File: src/rtl/fpga_reset_seq_pkg.sv
// Purpose: shared state encoding and sizing helpers for the reset sequencer.
// Latency: n/a (types and constants only).
// Backpressure: n/a.
package fpga_reset_seq_pkg;

  localparam int SEQ_STATE_W = 3;

  // Encoding is visible on the seq_state debug tap, so keep the values fixed.
  localparam logic [SEQ_STATE_W-1:0] WAIT_LOCK = 3'd0;
  localparam logic [SEQ_STATE_W-1:0] DM_HOLD   = 3'd1;
  localparam logic [SEQ_STATE_W-1:0] SYS_HOLD  = 3'd2;
  localparam logic [SEQ_STATE_W-1:0] RUN       = 3'd3;
  localparam logic [SEQ_STATE_W-1:0] SW_RST    = 3'd4;

  typedef enum logic [SEQ_STATE_W-1:0] {
    ST_WAIT_LOCK = WAIT_LOCK,
    ST_DM_HOLD   = DM_HOLD,
    ST_SYS_HOLD  = SYS_HOLD,
    ST_RUN       = RUN,
    ST_SW_RST    = SW_RST
  } seq_state_e;

  function automatic int max2(input int a, input int b);
    return (a > b) ? a : b;
  endfunction

endpackage

File: src/rtl/fpga_reset_seq_if.sv
// Purpose: bundles the PLL-side inputs and SoC-side reset outputs of the sequencer.
// Latency: n/a (wiring only).
// Backpressure: n/a.
// master = board/PLL side driving the requests, slave = the sequencer.
// With FPGA_RESET_SEQ_BUTTON_EN defined, btn_rst_n (async, active-low) is added.
interface fpga_reset_seq_if;

  logic                                     pll_locked;
  logic                                     sw_req_reset;
  logic                                     rst_n_dm;
  logic                                     rst_n_sys;
  logic [fpga_reset_seq_pkg::SEQ_STATE_W-1:0] seq_state;

`ifdef FPGA_RESET_SEQ_BUTTON_EN
  logic btn_rst_n;

  modport master (
    output pll_locked, sw_req_reset, btn_rst_n,
    input  rst_n_dm, rst_n_sys, seq_state
  );

  modport slave (
    input  pll_locked, sw_req_reset, btn_rst_n,
    output rst_n_dm, rst_n_sys, seq_state
  );
`else
  modport master (
    output pll_locked, sw_req_reset,
    input  rst_n_dm, rst_n_sys, seq_state
  );

  modport slave (
    input  pll_locked, sw_req_reset,
    output rst_n_dm, rst_n_sys, seq_state
  );
`endif

endinterface

File: src/rtl/sync_1bit.sv
// Purpose: STAGES-flop synchroniser for one asynchronous level signal.
// Latency: STAGES clk edges from d to q.
// Backpressure: none.
// Ports: clk, rst (sync, active-high, clears chain to 0), d (async in), q (synchronised out).
module sync_1bit #(
  parameter int STAGES = 2
) (
  input  logic clk,
  input  logic rst,
  input  logic d,
  output logic q
);

  logic [STAGES-1:0] sync_q;
  logic [STAGES-1:0] sync_d;

  always_comb begin
    sync_d = {sync_q[STAGES-2:0], d};
  end

  always_ff @(posedge clk) begin
    if (rst) begin
      sync_q <= '0;
    end else begin
      sync_q <= sync_d;
    end
  end

  assign q = sync_q[STAGES-1];

endmodule

File: src/rtl/fpga_reset_seq.sv
// Purpose: sequences debug-module then system reset release from PLL lock; re-asserts on lock loss / sw request.
// Latency: rst_n_dm releases LOCK_STABLE_CYCLES+DM_RELEASE_CYCLES after synchronised lock, rst_n_sys SYS_RELEASE_CYCLES later.
// Backpressure: none; sw_req_reset is a one-cycle pulse, honoured only in RUN.
// Ports: clk (PLL output clock), rst (sync, active-high), bus (slave): pll_locked, sw_req_reset in;
//        rst_n_dm, rst_n_sys (registered, active-low), seq_state (3-bit debug tap) out.
// Option FPGA_RESET_SEQ_BUTTON_EN: adds bus.btn_rst_n, debounced over DEBOUNCE_CYCLES, acting as lock loss.
module fpga_reset_seq
  import fpga_reset_seq_pkg::*;
#(
  parameter int SYNC_STAGES        = 2,
  parameter int LOCK_STABLE_CYCLES = 1024,
  parameter int DM_RELEASE_CYCLES  = 16,
  parameter int SYS_RELEASE_CYCLES = 16,
  parameter int SWRST_CYCLES       = 32
`ifdef FPGA_RESET_SEQ_BUTTON_EN
  ,
  parameter int DEBOUNCE_CYCLES    = 65536
`endif
) (
  input  logic              clk,
  input  logic              rst,
  fpga_reset_seq_if.slave   bus
);

  localparam int CNT_MAX = max2(max2(LOCK_STABLE_CYCLES, DM_RELEASE_CYCLES),
                                max2(SYS_RELEASE_CYCLES, SWRST_CYCLES));
  localparam int CNT_W   = $clog2(CNT_MAX + 1);

  // Terminal values: each state leaves on the edge where the counter holds N-1,
  // so the state lasts exactly N cycles and the counter never exceeds its width.
  localparam logic [CNT_W-1:0] LOCK_LAST = CNT_W'(LOCK_STABLE_CYCLES - 1);
  localparam logic [CNT_W-1:0] DM_LAST   = CNT_W'(DM_RELEASE_CYCLES - 1);
  localparam logic [CNT_W-1:0] SYS_LAST  = CNT_W'(SYS_RELEASE_CYCLES - 1);
  localparam logic [CNT_W-1:0] SW_LAST   = CNT_W'(SWRST_CYCLES - 1);

  logic       locked_s;
  logic       abort;

  seq_state_e state_q, state_d;
  logic [CNT_W-1:0] cnt_q, cnt_d;
  logic       rst_n_dm_q, rst_n_dm_d;
  logic       rst_n_sys_q, rst_n_sys_d;

  sync_1bit #(.STAGES(SYNC_STAGES)) u_lock_sync (
    .clk (clk),
    .rst (rst),
    .d   (bus.pll_locked),
    .q   (locked_s)
  );

`ifdef FPGA_RESET_SEQ_BUTTON_EN
  localparam int DEB_W = $clog2(DEBOUNCE_CYCLES + 1);
  localparam logic [DEB_W-1:0] DEB_MAX  = DEB_W'(DEBOUNCE_CYCLES);
  localparam logic [DEB_W-1:0] DEB_LAST = DEB_W'(DEBOUNCE_CYCLES - 1);

  logic             btn_s;
  logic             btn_press;
  logic [DEB_W-1:0] deb_cnt_q, deb_cnt_d;

  sync_1bit #(.STAGES(SYNC_STAGES)) u_btn_sync (
    .clk (clk),
    .rst (rst),
    .d   (bus.btn_rst_n),
    .q   (btn_s)
  );

  // deb_cnt_q counts previous consecutive low samples (saturating); the press
  // is accepted on the edge that takes the DEBOUNCE_CYCLES-th low sample and
  // holds for as long as the button stays low.
  always_comb begin
    deb_cnt_d = deb_cnt_q;
    btn_press = 1'b0;
    if (btn_s) begin
      deb_cnt_d = '0;
    end else begin
      btn_press = (deb_cnt_q >= DEB_LAST);
      if (deb_cnt_q != DEB_MAX) begin
        deb_cnt_d = deb_cnt_q + DEB_W'(1);
      end
    end
  end

  always_ff @(posedge clk) begin
    if (rst) begin
      deb_cnt_q <= '0;
    end else begin
      deb_cnt_q <= deb_cnt_d;
    end
  end

  assign abort = !locked_s || btn_press;
`else
  assign abort = !locked_s;
`endif

  // Next-state / output logic. Lock loss (and an accepted button press) wins
  // over every other transition, including a same-cycle sw_req_reset.
  always_comb begin
    state_d     = state_q;
    cnt_d       = cnt_q + CNT_W'(1);
    rst_n_dm_d  = rst_n_dm_q;
    rst_n_sys_d = rst_n_sys_q;

    if (abort) begin
      state_d     = ST_WAIT_LOCK;
      cnt_d       = '0;
      rst_n_dm_d  = 1'b0;
      rst_n_sys_d = 1'b0;
    end else begin
      unique case (state_q)
        ST_WAIT_LOCK: begin
          rst_n_dm_d  = 1'b0;
          rst_n_sys_d = 1'b0;
          if (cnt_q == LOCK_LAST) begin
            state_d = ST_DM_HOLD;
            cnt_d   = '0;
          end
        end
        ST_DM_HOLD: begin
          rst_n_dm_d  = 1'b0;
          rst_n_sys_d = 1'b0;
          if (cnt_q == DM_LAST) begin
            state_d    = ST_SYS_HOLD;
            cnt_d      = '0;
            rst_n_dm_d = 1'b1;
          end
        end
        ST_SYS_HOLD: begin
          rst_n_dm_d  = 1'b1;
          rst_n_sys_d = 1'b0;
          if (cnt_q == SYS_LAST) begin
            state_d     = ST_RUN;
            cnt_d       = '0;
            rst_n_sys_d = 1'b1;
          end
        end
        ST_RUN: begin
          // Counter parked at 0 so it cannot run away while idling here.
          cnt_d       = '0;
          rst_n_dm_d  = 1'b1;
          rst_n_sys_d = 1'b1;
          if (bus.sw_req_reset) begin
            state_d     = ST_SW_RST;
            rst_n_sys_d = 1'b0;
          end
        end
        ST_SW_RST: begin
          // Further requests are not looked at here, so they cannot extend the hold.
          rst_n_dm_d  = 1'b1;
          rst_n_sys_d = 1'b0;
          if (cnt_q == SW_LAST) begin
            state_d = ST_SYS_HOLD;
            cnt_d   = '0;
          end
        end
        default: begin
          state_d     = ST_WAIT_LOCK;
          cnt_d       = '0;
          rst_n_dm_d  = 1'b0;
          rst_n_sys_d = 1'b0;
        end
      endcase
    end
  end

  always_ff @(posedge clk) begin
    if (rst) begin
      state_q     <= ST_WAIT_LOCK;
      cnt_q       <= '0;
      rst_n_dm_q  <= 1'b0;
      rst_n_sys_q <= 1'b0;
    end else begin
      state_q     <= state_d;
      cnt_q       <= cnt_d;
      rst_n_dm_q  <= rst_n_dm_d;
      rst_n_sys_q <= rst_n_sys_d;
    end
  end

  assign bus.rst_n_dm  = rst_n_dm_q;
  assign bus.rst_n_sys = rst_n_sys_q;
  assign bus.seq_state = state_q;

endmodule

File: src/flat_wrapper.sv
// flat-port wrapper written by rule: the top's interface ports become plain ports
module fpga_reset_seq_flat import fpga_reset_seq_pkg::*;
#(
  parameter int SYNC_STAGES        = 2,
  parameter int LOCK_STABLE_CYCLES = 1024,
  parameter int DM_RELEASE_CYCLES  = 16,
  parameter int SYS_RELEASE_CYCLES = 16,
  parameter int SWRST_CYCLES       = 32

)
  (clk, rst, bus_pll_locked, bus_sw_req_reset, bus_rst_n_dm, bus_rst_n_sys, bus_seq_state);
  fpga_reset_seq_if bus_i ();
  input  logic clk;
  input  logic rst;
  input wire logic [$bits(bus_i.pll_locked)-1:0] bus_pll_locked;
  input wire logic [$bits(bus_i.sw_req_reset)-1:0] bus_sw_req_reset;
  output wire logic [$bits(bus_i.rst_n_dm)-1:0] bus_rst_n_dm;
  output wire logic [$bits(bus_i.rst_n_sys)-1:0] bus_rst_n_sys;
  output wire logic [$bits(bus_i.seq_state)-1:0] bus_seq_state;
  assign bus_i.pll_locked = bus_pll_locked;
  assign bus_i.sw_req_reset = bus_sw_req_reset;
  assign bus_rst_n_dm = bus_i.rst_n_dm;
  assign bus_rst_n_sys = bus_i.rst_n_sys;
  assign bus_seq_state = bus_i.seq_state;
  fpga_reset_seq #(.SYNC_STAGES(SYNC_STAGES), .LOCK_STABLE_CYCLES(LOCK_STABLE_CYCLES), .DM_RELEASE_CYCLES(DM_RELEASE_CYCLES), .SYS_RELEASE_CYCLES(SYS_RELEASE_CYCLES), .SWRST_CYCLES(SWRST_CYCLES)) u_core (.clk(clk), .rst(rst), .bus(bus_i));
endmodule
File: config.mk
export PLATFORM = sky130hd
export DESIGN_NAME = fpga_reset_seq_flat
export DESIGN_NICKNAME = d
export VERILOG_FILES = /design/src/rtl/fpga_reset_seq_pkg.sv /design/src/rtl/fpga_reset_seq_if.sv /design/src/rtl/sync_1bit.sv /design/src/rtl/fpga_reset_seq.sv /design/src/flat_wrapper.sv
export SDC_FILE = /design/constraint.sdc
export NUM_CORES = 1
export LEC_CHECK = 0
export CORE_ASPECT_RATIO = 1.1
export CORE_MARGIN = 5
export CORE_UTILIZATION = 45
export CTS_CLUSTER_DIAMETER = 120
export DETAILED_ROUTE_END_ITERATION = 8
export PLACE_DENSITY = 0.69
export SYNTH_ARGS = -nofsm -noshare
export SYNTH_HDL_FRONTEND = slang
export SYNTH_SLANG_ARGS = --single-unit
File: constraint.sdc
create_clock -name clk -period 2.3 [get_ports clk]
set_clock_uncertainty 0.15 [all_clocks]
set_input_delay 0.345 -clock clk [delete_from_list [all_inputs] [get_ports clk]]
set_output_delay 0.345 -clock clk [all_outputs]
set_load 0.02 [all_outputs]
# After elaboration in Yosys (flattened, before gate mapping)
# Cells that the tools add are included.
# word_totals
ff_bits	18
in_bits	4
output_inout_bits	5
word_cells	38
# classes
addsub	1
eq_ne	12
muxes	14
bitwise_logic	1
reduce_logical	5
# ops
operator	n
$mux 11	3
$pmux 11 s3	1
$mux 3	5
$pmux 3 s5	1
$add 11x1->11 const B	1
$eq 11x10->1 const B	1
$eq 11x4->1 const B	1
$eq 11x5->1 const B	1
$ne 2x1->1 const B	4
$eq 3x2->1 const B	2
$reduce_and 5->1	1
$pmux 1 s2	2
$reduce_or 2->1	2
$eq 3x1->1 const B	1
$eq 3x3->1 const B	1
$logic_not 3->1	1
$reduce_or 3->1	1
$mux 1	2
$ne 2x2->1 const B	1
$not 1->1	1

# Logic depth before layout (Yosys ltp)
# logic_depth
depth_word	3
mapped_depth	7
ltp_nobuf	6

# Hierarchy
# From an unflattened synthesis, not the netlist that was laid out.
# unflattened
cells_unflattened	102
hier_area_um2	912.1
# by_module_without_submodules
mod	instances	cells_per_inst	area_per_inst_um2	seq_area_each_um2
fpga_reset_seq	1	98	859.6	320.3
sync_1bit	1	4	52.6	40.0

# Worst setup path before layout
# Ideal clock, no wire load.
# synth_timing
kind	flip-flop to flip-flop
startpoint	register u_core.cnt_q[0]
endpoint	register u_core.cnt_q[10]
setup_ns	0.063
t_arrival_ns	1.741
required_ns	2.087
setup_slack_ns	0.346
stages_incl_launch_ff	8
path_buffers	1
synth_period_minus_slack_ns	1.954
cell_sequence	dfxtp_1 -> ha_1 -> and3_4 -> and4b_4 -> o32a_4 -> a21o_1 -> buf_6 -> nor2_2
# synth_via
elab_chain_len	3
word_cells_on_any_way	8
cone_classes	add/sub: 1; eq/ne: 3; mux: 4
# synth_lines
item	line	rtl
start, declared	fpga_reset_seq.sv:40	logic [CNT_W-1:0] cnt_q, cnt_d;
start signal, assigned	fpga_reset_seq.sv:174	cnt_q <= cnt_d;
$add 11x1->11, or another cell as far along	fpga_reset_seq.sv:100	cnt_d = cnt_q + CNT_W'(1);
$mux 11, on equally long branches	-	
$pmux 11 s3 (*)	fpga_reset_seq.sv:110	unique case (state_q)
# Mark *: on every way between the ends. The rest lies on a longest branch, timed or not.
# A chain may end at the register's enable or synchronous reset.

# Worst setup path in the final report
# layout_timing
startpoint	register u_core.cnt_q[0]
endpoint	register u_core.cnt_q[9]
# Same word-level chain as after synthesis.

==> PnR_summary.wiki <==
{| class="wikitable"
! Metric !! Value
|-
| Run status || finished, final reports clean
|-
| Reg clk slew, reported paths || about 0.11 ns
|-
| Number of warnings printed during yosys synthesis || 0
|-
| Clock latency at the later pin of the worst-skew pair || 0.29 ns
|-
| Synth Flop Type || sky130_fd_sc_hd__dfxtp_1
|-
| Kind of end point of the critical path || register
|-
| DRC violations left || 0
|-
| Initial antenna violation count || 0
|-
| Sequential-to-total area share from yosys stat || 0.404
|-
| TritonCTS clock tree || yes
|-
| Buffer type at the clock tree root || sky130_fd_sc_hd__clkbuf_4
|-
| Row count || 17
|-
| Total die area || about 3000 um^2
|-
| Overall die height || between 50 and 60 um
|-
| Detailed-route wire length per cell || approximately 12 um
|-
| Worst setup SP type || register
|-
| Total number of clock tree sinks || 18
|-
| Wire length of the first global-routing pass || ~2800 um
|-
| Total Wirelength || around 1600 um
|-
| Synthesized netlist net count || between 100 and 150
|-
| Area Growth Syn to Fin || 15.1%
|-
| Post-DP HPWL || around 1200 um
|-
| Post-Route Hold Slack || between 0.3 and 0.4 ns
|-
| Leakage power total || ~0.00032 uW
|-
| I/O Buffers || 8
|-
| Dominant cell type by area after synthesis || sky130_fd_sc_hd__dfxtp_1
|-
| Min-Delay Startpoint || u_core.u_lock_sync.sync_q[0]
|-
| Worst endpoint data arrival time || about 2.2 ns
|-
| Floorplan die width || between 50 and 60 um
|-
| Initial Util || 0.456
|-
| Number of iterations in the first detailed-routing pass || 2
|-
| Setup total negative slack || 0 ns
|-
| Total Routing Usage GR || 0.122
|-
| Setup repair after global routing missed its margin || false
|-
| Worst hold path type || register to register
|-
| Overall power consumption || around 520 uW
|-
| Most common cell in the synthesized netlist || sky130_fd_sc_hd__dfxtp_1
|-
| Worst EP required || 2.39 ns
|-
| Power per cell area || just over 500 nW/um^2
|-
| Max Clock Freq || approximately 480 MHz
|-
| Area of the core || 1960 um^2
|-
| Top cells by area, synth || sky130_fd_sc_hd__dfxtp_1, sky130_fd_sc_hd__xnor2_1, sky130_fd_sc_hd__nor2_2, sky130_fd_sc_hd__nor2_1, sky130_fd_sc_hd__nand3_1
|-
| Per-cell via count in the routed design || just over 5
|-
| Largest vdd supply drop || between 0.3 and 0.4 mV
|-
| Number of slew-limit violations in the final report || 0
|-
| Routability Congestion || about 0.8
|-
| Category of the critical setup timing path || register to register
|-
| Final-stage net count || about 120
|-
| Number of hold-repair buffers added at the cts stage || 0
|-
| Vias in the first global route || just under 700
|-
| Remaining max-slew budget at the tightest pin || 0.730
|-
| Avg Synthesized Cell Area || between 8 and 9 um^2
|-
| Post-synth top area share || 0.404
|-
| Count of placed standard cells including taps || 133
|-
| Diodes inserted || 0
|-
| Async set or reset register ratio after synthesis || 0
|-
| Total number of vias || 700
|-
| Longest Clk Path Bufs || 2
|-
| Slew at the pin with the worst max-slew slack || around 0.40 ns
|-
| Share of final-layout standard cells stronger than drive strength 1 || 0.165
|-
| Total CTS buffers || 3
|-
| Number of different library cells in the post-synthesis netlist || 33
|-
| Number of buffers inserted by post-CTS setup repair || 0
|-
| Maximum number of pins on one net before global-route repair || 13
|-
| Gate Count Post-Synth || 100
|-
| Post-layout min period || between 2 and 2.5 ns
|-
| Highest net fanout along the worst path || 9
|-
| CTS H-tree depth || 1
|-
| Fraction of the cycle the final worst path needs || 0.906
|-
| Setup-violating endpoint count in the final report || 0
|-
| Number of enable flip-flop cells after synthesis || 0
|-
| Number of cells in the finished layout apart from fillers || roughly 140
|-
| Number of top-level design ports || 9
|-
| Seq cells post-synth || 18
|-
| Hold Violations, Final || 0
|-
| Max-cap check violation count || 0
|-
| DRC violation total after the first TritonRoute iteration || 2
|-
| Most frequent cells after synthesis || sky130_fd_sc_hd__dfxtp_1, sky130_fd_sc_hd__nor2_1, sky130_fd_sc_hd__nor2_2
|-
| Total standard cell area after synthesis || roughly 890 um^2
|-
| Remaining number of nets flagged by the antenna check after routing || 0
|-
| Resized Gates After CTS || 0
|-
| Start of the worst register-to-register path || u_core.cnt_q[0]
|-
| Launching element of the worst setup path || u_core.cnt_q[0]
|-
| Congestion Overflow GR || 0
|}
-- area by class of cell --
cell class | instances | area, um^2
fill | 207 | 930
multi-input combinational | 76 | 500
sequential | 18 | 360
timing repair buffer | 9 | 87.6
clock buffer | 4 | 36.3
tap | 28 | 35.0
inverter | 2 | 7.51
-- cells by family (layout without fill, tap and decap cells) --
| family | Yosys count | after routing | share of synthesized area |
|---|---|---|---|
| adder cells (fa/ha/maj) | 1 | 1 | 0.0140 |
| XOR/XNOR | 9 | 9 | 0.0884 |
| AO/OA/AOI/OAI | 14 | 14 | 0.123 |
| flip-flops | 18 | 18 | 0.404 |
| buffers and inverters | 6 | 15 | 0.0365 |
| AND/OR/NAND/NOR | 52 | 52 | 0.334 |
-- routing by layer --
layer / GRT usage / wire [um]
met2: 0.206 / 786
met3: 0.0239 / 31
met5: 0 / 0
met1: 0.135 / 722
met4: 0.0766 / 45
-- per-stage QoR --
stage                     area, um^2  worst slack, ns   util
after floorplan                  892            0.346      -
after global placement           990            0.184  0.506
after detailed placement         990            0.124  0.506
after CTS                       1030            0.114  0.524
after global routing            1030            0.138  0.525
final                           1030            0.217  0.525
-- state kept, by name, indices dropped and copies added (netlist names) --
signal	flops
u_core.cnt_q	11
u_core.bus.seq_state	3
u_core.u_lock_sync.sync_q	2
u_core.bus.rst_n_dm	1
u_core.bus.rst_n_sys	1
-- critical path, cell delays in order (launching register included) --
cell and delay [ns]:
sky130_fd_sc_hd__dfxtp_1 0.36, sky130_fd_sc_hd__ha_1 0.25, sky130_fd_sc_hd__and3_4 0.21, sky130_fd_sc_hd__and4b_4 0.22, sky130_fd_sc_hd__o32a_4 0.40, sky130_fd_sc_hd__a21o_2 0.33
sky130_fd_sc_hd__nor2_2 0.12
-- worst paths after layout --
check                                      end  slack (ns)  cells past startpoint
setup / recovery               u_core.cnt_q[9]        0.22                      6
hold / removal    u_core.u_lock_sync.sync_q[1]        0.30                      1
setup reg to reg               u_core.cnt_q[9]        0.22                      6
hold reg to reg   u_core.u_lock_sync.sync_q[1]        0.30                      1
-- power by group --
part           internal [uW]  total (uW)  switching (uW)
Combinational           6.92        12.4            5.48
Sequential               314         315           0.976
Clock                   96.5         196            99.5
-- cell usage in the layout, fill, tap and decap left out, types with 2 or more instances in the layout --
| cell | count |
|---|---|
| sky130_fd_sc_hd__dfxtp_1 | 18 |
| sky130_fd_sc_hd__nor2_1 | 10 |
| sky130_fd_sc_hd__nor2_2 | 8 |
| sky130_fd_sc_hd__clkdlybuf4s50_1 | 8 |
| sky130_fd_sc_hd__nand2_1 | 7 |
| sky130_fd_sc_hd__nand3_1 | 6 |
| sky130_fd_sc_hd__xnor2_1 | 6 |
| sky130_fd_sc_hd__a21oi_1 | 5 |
| sky130_fd_sc_hd__nor2b_1 | 4 |
| sky130_fd_sc_hd__nand4_1 | 3 |
| sky130_fd_sc_hd__xor2_1 | 3 |
| sky130_fd_sc_hd__clkbuf_4 | 3 |
| sky130_fd_sc_hd__nor4_1 | 2 |
| sky130_fd_sc_hd__inv_1 | 2 |
| sky130_fd_sc_hd__a31o_1 | 2 |
| sky130_fd_sc_hd__nor3_1 | 2 |
| sky130_fd_sc_hd__nand4b_1 | 2 |
| sky130_fd_sc_hd__and3_1 | 2 |
(Power assumes the default switching activity.)
